$ cat config.mk
export PLATFORM = sky130hd
export DESIGN_NAME = if_fetch
export DESIGN_NICKNAME = d
export VERILOG_FILES = /design/src/rtl/if_fetch.sv
export SDC_FILE = /design/constraint.sdc
export NUM_CORES = 1
export LEC_CHECK = 0
export CAP_MARGIN = 20
export CORE_MARGIN = 2
export CORE_UTILIZATION = 50
export DETAILED_ROUTE_END_ITERATION = 12
export PLACE_DENSITY_LB_ADDON = 0.08
export REMOVE_ABC_BUFFERS = 1
export SLEW_MARGIN = 20
export SYNTH_ARGS = -nofsm -noshare
export SYNTH_HDL_FRONTEND = slang
export SYNTH_SLANG_ARGS = --single-unit
$ cat constraint.sdc
create_clock -name clk -period 3.5 [get_ports clk]
set_input_delay 0.35 -clock clk [delete_from_list [all_inputs] [get_ports clk]]
set_output_delay 0.35 -clock clk [all_outputs]
set_load 0.05 [all_outputs]
$ cat src/rtl/if_fetch.sv
// Instruction-fetch stage: owns the PC, issues word fetches and queues responses in order.
// Optional FETCH_PERF_CNT_EN adds perf_fetched / perf_dropped counters.
module if_fetch #(
  parameter logic [31:0] RESET_PC = 32'h0000_0000,
  parameter int          DEPTH    = 4
) (
  input  logic        clk,
  input  logic        reset,
  output logic        imem_req,
  output logic [31:0] imem_addr,
  input  logic        imem_rvalid,
  input  logic [31:0] imem_rdata,
  input  logic        redirect,
  input  logic [31:0] redirect_pc,
  output logic        instr_valid,
  output logic [31:0] instr,
  output logic [31:0] pc,
  input  logic        id_ready
`ifdef FETCH_PERF_CNT_EN
  ,
  output logic [31:0] perf_fetched,
  output logic [31:0] perf_dropped
`endif
);

  localparam int PTR_W = $clog2(DEPTH);
  localparam int CNT_W = PTR_W + 1;

  typedef logic [PTR_W-1:0] ptr_t;
  typedef logic [CNT_W-1:0] cnt_t;

  logic [31:0]      fetch_pc;
  logic [31:0]      q_pc    [DEPTH];
  logic [31:0]      q_instr [DEPTH];
  logic [DEPTH-1:0] q_filled;
  ptr_t             head;
  ptr_t             tail;
  ptr_t             fill_ptr;
  cnt_t             alloc;
  cnt_t             unfilled;
  cnt_t             drop_cnt;

  logic             issue;
  logic             pop;
  logic             resp_drop;
  logic             resp_fill;
  cnt_t             drop_next;

  always_comb begin
    issue       = !reset && !redirect && (alloc != cnt_t'(DEPTH));
    imem_req    = issue;
    imem_addr   = fetch_pc;
    instr_valid = !reset && !redirect && (alloc != '0) && q_filled[head];
    pc          = q_pc[head];
    instr       = q_instr[head];
    pop         = instr_valid && id_ready;
    // a response landing in a redirect cycle belongs to a flushed fetch
    resp_drop   = imem_rvalid && (redirect || (drop_cnt != '0));
    resp_fill   = imem_rvalid && !redirect && !reset && (drop_cnt == '0);
    drop_next   = drop_cnt + unfilled - cnt_t'(imem_rvalid);
  end

  always_ff @(posedge clk) begin
    if (reset) begin
      fetch_pc <= RESET_PC & ~32'h3;
      head     <= '0;
      tail     <= '0;
      fill_ptr <= '0;
      alloc    <= '0;
      unfilled <= '0;
      drop_cnt <= '0;
      q_filled <= '0;
      for (int i = 0; i < DEPTH; i++) begin
        q_pc[i]    <= '0;
        q_instr[i] <= '0;
      end
    end else if (redirect) begin
      fetch_pc <= redirect_pc & ~32'h3;
      head     <= '0;
      tail     <= '0;
      fill_ptr <= '0;
      alloc    <= '0;
      unfilled <= '0;
      q_filled <= '0;
      drop_cnt <= drop_next;
    end else begin
      if (issue) begin
        q_pc[tail]     <= fetch_pc;
        q_filled[tail] <= 1'b0;
        tail           <= tail + ptr_t'(1);
        fetch_pc       <= fetch_pc + 32'd4;
      end
      // fill_ptr always trails tail over allocated-but-empty entries, so it never hits tail here
      if (resp_fill) begin
        q_instr[fill_ptr]  <= imem_rdata;
        q_filled[fill_ptr] <= 1'b1;
        fill_ptr           <= fill_ptr + ptr_t'(1);
      end
      if (resp_drop) begin
        drop_cnt <= drop_cnt - cnt_t'(1);
      end
      if (pop) begin
        head <= head + ptr_t'(1);
      end
      alloc    <= alloc + cnt_t'(issue) - cnt_t'(pop);
      unfilled <= unfilled + cnt_t'(issue) - cnt_t'(resp_fill);
    end
  end

  always_ff @(posedge clk) begin
    if (!reset && resp_fill) begin
      assert (unfilled != '0);
    end
  end

`ifdef FETCH_PERF_CNT_EN
  cnt_t filled_cnt;

  always_comb begin
    filled_cnt = alloc - unfilled;
  end

  // every word that never reaches decode is counted once: either as a dropped response
  // or as a filled entry flushed by a redirect
  always_ff @(posedge clk) begin
    if (reset) begin
      perf_fetched <= '0;
      perf_dropped <= '0;
    end else begin
      perf_fetched <= perf_fetched + 32'(pop);
      perf_dropped <= perf_dropped + 32'(resp_drop)
                      + (redirect ? 32'(filled_cnt) : 32'd0);
    end
  end
`endif

endmodule

-- Word level (Yosys, flattened, before mapping)
Memory sizes are Yosys's and may differ from the RTL's. A register that Yosys moved wholly into a read port is not among the register bits.
Cells that the tools add are included.
- add/subtract/negate cells: 11
- $mul: 0
- div/mod/pow operators: 0
- order comparisons: 5
- eq/ne operators: 1
- shift operators: 0
- muxes and demuxes: 34
- bitwise logic cells: 3
- reduce and logical (&&, ||, !) cells: 22
- operators by type and width (cell ; number):
    32-bit 2-to-1 mux ; 4
    32-bit OR reduction ; 2
    32-bit by 3-bit adder with 32-bit output (second input constant) ; 1
    4-bit 2-to-1 mux ; 4
    1-bit 2-to-1 mux ; 15
    2-bit 2-to-1 mux ; 6
    1-bit logical AND ; 11
    2-bit by 3-bit less-than comparator with 1-bit output (second input constant) ; 3
    3-bit by 1-bit subtractor with 3-bit output ; 3
    2-bit by 1-bit adder with 2-bit output (second input constant) ; 3
    3-bit by 1-bit adder with 3-bit output ; 2
    3-bit 2-to-1 mux ; 2
    3-bit nonzero test ; 2
    4-bit AND ; 1
    1-bit demux with 2-bit select ; 2
    2-bit by 1-bit >= comparator with 1-bit output (second input constant) ; 2
    4-bit NOT ; 1
    4-bit OR ; 1
    2-bit nonzero test ; 2
    3-bit adder ; 1
    3-bit zero test ; 1
    3-bit inequality test (second input constant) ; 1
    3-bit by 1-bit subtractor with 3-bit output (second input constant) ; 1
    1-bit binary-select mux with 2-bit select ; 1
    other kinds (3) ; 4
- bits in registers: 51
- latch bits: 0
- bits in writable memories: 256
- ROM bits: 0
- input bits: 69
- word-level logic and storage cells: 87
- memories kept: 2
- memories (name ; depth ; bits a word ; rd ports ; clocked after Yosys merged registers in ; write ports ; line ; source):
    q_instr ; 4 ; 32 ; 1 ; 1 ; 4 ; 34 ; logic [31:0] q_instr [DEPTH];
    q_pc ; 4 ; 32 ; 1 ; 1 ; 4 ; 33 ; logic [31:0] q_pc [DEPTH];

-- Depth between registers and ports, before layout
- depth in word-level cells: 11
- depth in mapped cells: 12
- mapped depth without buffers: 11

-- Worst setup path before layout
No wires, ideal clock.
- path type: reg2reg
- start: register alloc[1]
- end: memory q_pc[3][10], enable pin
- data arrival time: 3.343 ns
- required time: 3.037 ns
- slack: -0.305 ns
- cell stages (with the launch flop): 6
- path buffers: 2
- period minus slack after synthesis: 3.805 ns
- path through: dfxtp_1 > or3b_2 > clkbuf_1 > nand2_1 > buf_2 > o31ai_1
- RTL lines (element ; line ; source):
    start, declared ; 39 ; cnt_t alloc;
    start signal, assigned ; 105 ; alloc <= alloc + cnt_t'(issue) - cnt_t'(pop);
    end, declared ; 33 ;

==> flow_summary.toml <==
[drt]
drt_iter0_markers = 732
first_pass_iters = 5
post-route-drc-count = 0
vias_per_cell = 5.726
ant_nets = 0
routedWlPerCell_um = 21.59
via_count = 8663
totalWireLength_um = 32660

[grt]
grt.overflow.total = 0
grt_max_degree = 53
antenna_found_initial = 2
grt_pass1_wl_um = 50210
grt_pass1_vias = 8766
grt_usage_pct = 23.04

[sta]
slew_viol_final = 0
period_share_pct = 87.67
skew_ps = 10.14
slew-limit-headroom_pct = 38.65
fin_crit_ps = 3068
worst_slack_ps = 431.6
setup-violations-final = 0
whs_ps = 361.0
hold_violations = 0
timing.fmax_ghz = 0.3259
rsz0062_at_grt = "no"
tightest_slew_ps = 920.2

[layout]
layout_common_cells = "248 x edfxtp_1, 190 x and2_1, 157 x clkdlybuf4s50_1, 70 x and3_1, 63 x mux4_2"
num_antenna_cells = 0
area.growth.synth_to_final_pct = 22.52
fillCellCount = 2086
layout.nets = 1237
final_common_cell = "edfxtp_1"
register_area_um2 = 8473
layout-drive-gt1-share_pct = 14.33
final_cells = 1513
multiInputGateArea_um2 = 4977

[clock_network]
post_cts_buffers = 0
clockBufferDepth = 3
cts_buffers = 34
root_buffer = "clkbuf_16"
clock_latency_ps = 510
cts_sinks = 299
clkTransAtPathRegs_ps = 60
h-tree-depth = 2
cts_resized = 0
cts_tree = "done"
ctsHoldBuffers = 0

[yosys]
yosysSeqAreaShare_pct = 61.29
ys_types = 61
syn_inst = 1001
yosysWarnings = 0
synthArstFlopShare_pct = 0
netlist_area_um2 = 13820
synth-main-ff-cell = "edfxtp_1"
ys_ff_latch = 299
synth-edff-count = 248
syn_avg_cell_area_um2 = 13.80

[floorplanning]
die_h_um = 170.2
pin_count = 167
core_area_um2 = 27030
start_util_pct = 51.13
row_count = 60
dieArea_um2 = 28980
die_width_um = 170.2

[worst_hold_path]
min-delay-start = "reset"
whs_endpoint = "q_pc[3][7]"
hold_depth = 3
holdCritPathClass = "in -> reg"

[placement]
dpl.hpwl_um = 19730
pre_cts_ws_ps = 763.9
place.gp.congestion = 0.8403
io_buffers = 160
dpl.cell_count = 1452

[critical_path]
crit_path_start_kind = "flop"
worstSetupPathType = "reg -> out"
crit_required_ps = 3150
critPathMaxFanout = 26
r2r_slack_ps = 1080
end_kind = "output pin"
r2r-end = "alloc[2]"
ff2ff_path_depth = 11
crit_arrival_ps = 2720
r2r_start = "head[1]"

[pwr]
irDropWorstVdd_v = 0.0004291
power.leakage_nw = 6.281
power_density_nw_per_um2 = 510.7

[run]
drv_cap = 0

[status]
outcome = "completed"
metrics by stage:
| step | area (um^2) | TNS [ps] | utilization (%) | power, W |
|---|---|---|---|---|
| global route | 16930 | 0 | 62.64 | 0.008937 |
| global placement | 15860 | 0 | 58.69 | 0.005313 |
| detailed placement | 15860 | 0 | 58.69 | 0.005325 |
| finish | 16930 | 0 | 62.64 | 0.008645 |
| floorplan | 13480 | -230480 | - | 0.004854 |
| CTS | 16930 | 0 | 62.64 | 0.008720 |
report_power, final:
part	total (W)	internal, W	switching [W]
combinational	0.00107	0.000405	0.000669
sequential	0.00417	0.00406	0.000116
clock	0.00340	0.00201	0.00138
flip-flops by register name, summed over array words and instances, names as in the netlist, 3 cells and up, named ones only:
name	cells
q_instr	128
alloc	3
q_pc	120
unfilled	3
imem_addr	30
q_filled	4
drop_cnt	3
per-layer routing:
layer / vias up / routed length [um] / track usage (%)
met4: 4 / 705 / 6.243
met3: 60 / 2017 / 4.674
met2: 264 / 16080 / 39.04
li1: 4033 / - / -
met1: 4302 / 13830 / 30.43
met5: - / 30 / 0
cells by family (layout without fill, tap and decap cells):
| group | after synthesis | count (layout) | synth area share [%] |
|---|---|---|---|
| flops | 299 | 299 | 61.29 |
| other cells | 1 | 4 | 0.02714 |
| mux | 63 | 63 | 10.27 |
| xor+xnor | 17 | 17 | 1.186 |
| compound gates | 74 | 74 | 4.039 |
| fa+ha+maj | 21 | 21 | 2.065 |
| buf+inv | 105 | 273 | 3.115 |
| simple gates | 421 | 421 | 18.01 |
worst max path at each step:
stage                 from             end  slack [ps]  depth (start not counted)
2_1_floorplan        reset     q_pc[3][10]       -1740                          3
3_3_place_gp   imem_rvalid  q_instr[2][29]         760                          5
3_5_place_dp   imem_rvalid  q_instr[0][29]         760                          5
4_1_cts               flop          pc[12]         360                          3
5_1_grt               flop          pc[12]         300                          3
6_report              flop        instr[4]         430                          3
synthesized netlist by cell type (all sizes together), types with 2 or more instances:
master     n  area share (%)
edfxtp   248              54
and2     190             8.6
and3      70             3.2
clkbuf    65             1.8
mux4      63              10
dfxtp     51             7.4
nor2      44             1.2
nand2     30            0.82
inv       23            0.62
ha        18             1.6
nand4     18            0.91
buf       17            0.69
a21oi     13            0.47
nor3      11            0.40
nor4      11            0.59
xnor2     10            0.63
nand3      9            0.33
or2        9            0.41
a211oi     8            0.43
a311oi     7            0.44
a2111oi    6            0.39
and4       6            0.38
xor2       6            0.38
nor2b      5            0.23
o21ai      5            0.18
or3        5            0.23
a21boi     4            0.22
a22oi      4            0.22
or4        4            0.22
a221oi     3            0.19
a31oi      3            0.14
a41o       3            0.22
fa         3            0.43
o31ai      3            0.16
a311o      2            0.14
a32oi      2            0.13
nand2b     2           0.091
nor3b      2            0.14
o2111a     2            0.16
o21a       2            0.11
o311ai     2            0.13
o31a       2            0.13
worst max-delay path, cell delays in order, from the launching register on:
cell	delay, ps
dfxtp_4	630
buf_12	300
mux4_2	560
clkdlybuf4s50_1	720
final cells by class:
| cell class | count | share of cell area, % |
|---|---|---|
| inverters | 23 | 0.5100 |
| flip-flops and latches | 299 | 50.05 |
| multi-input cells | 600 | 29.40 |
| repair buffers | 189 | 11.20 |
| clock inverters | 16 | 0.6061 |
| well taps | 341 | 2.520 |
| clock buffers | 45 | 5.706 |
Note: power is estimated with default switching activity, not from simulation.
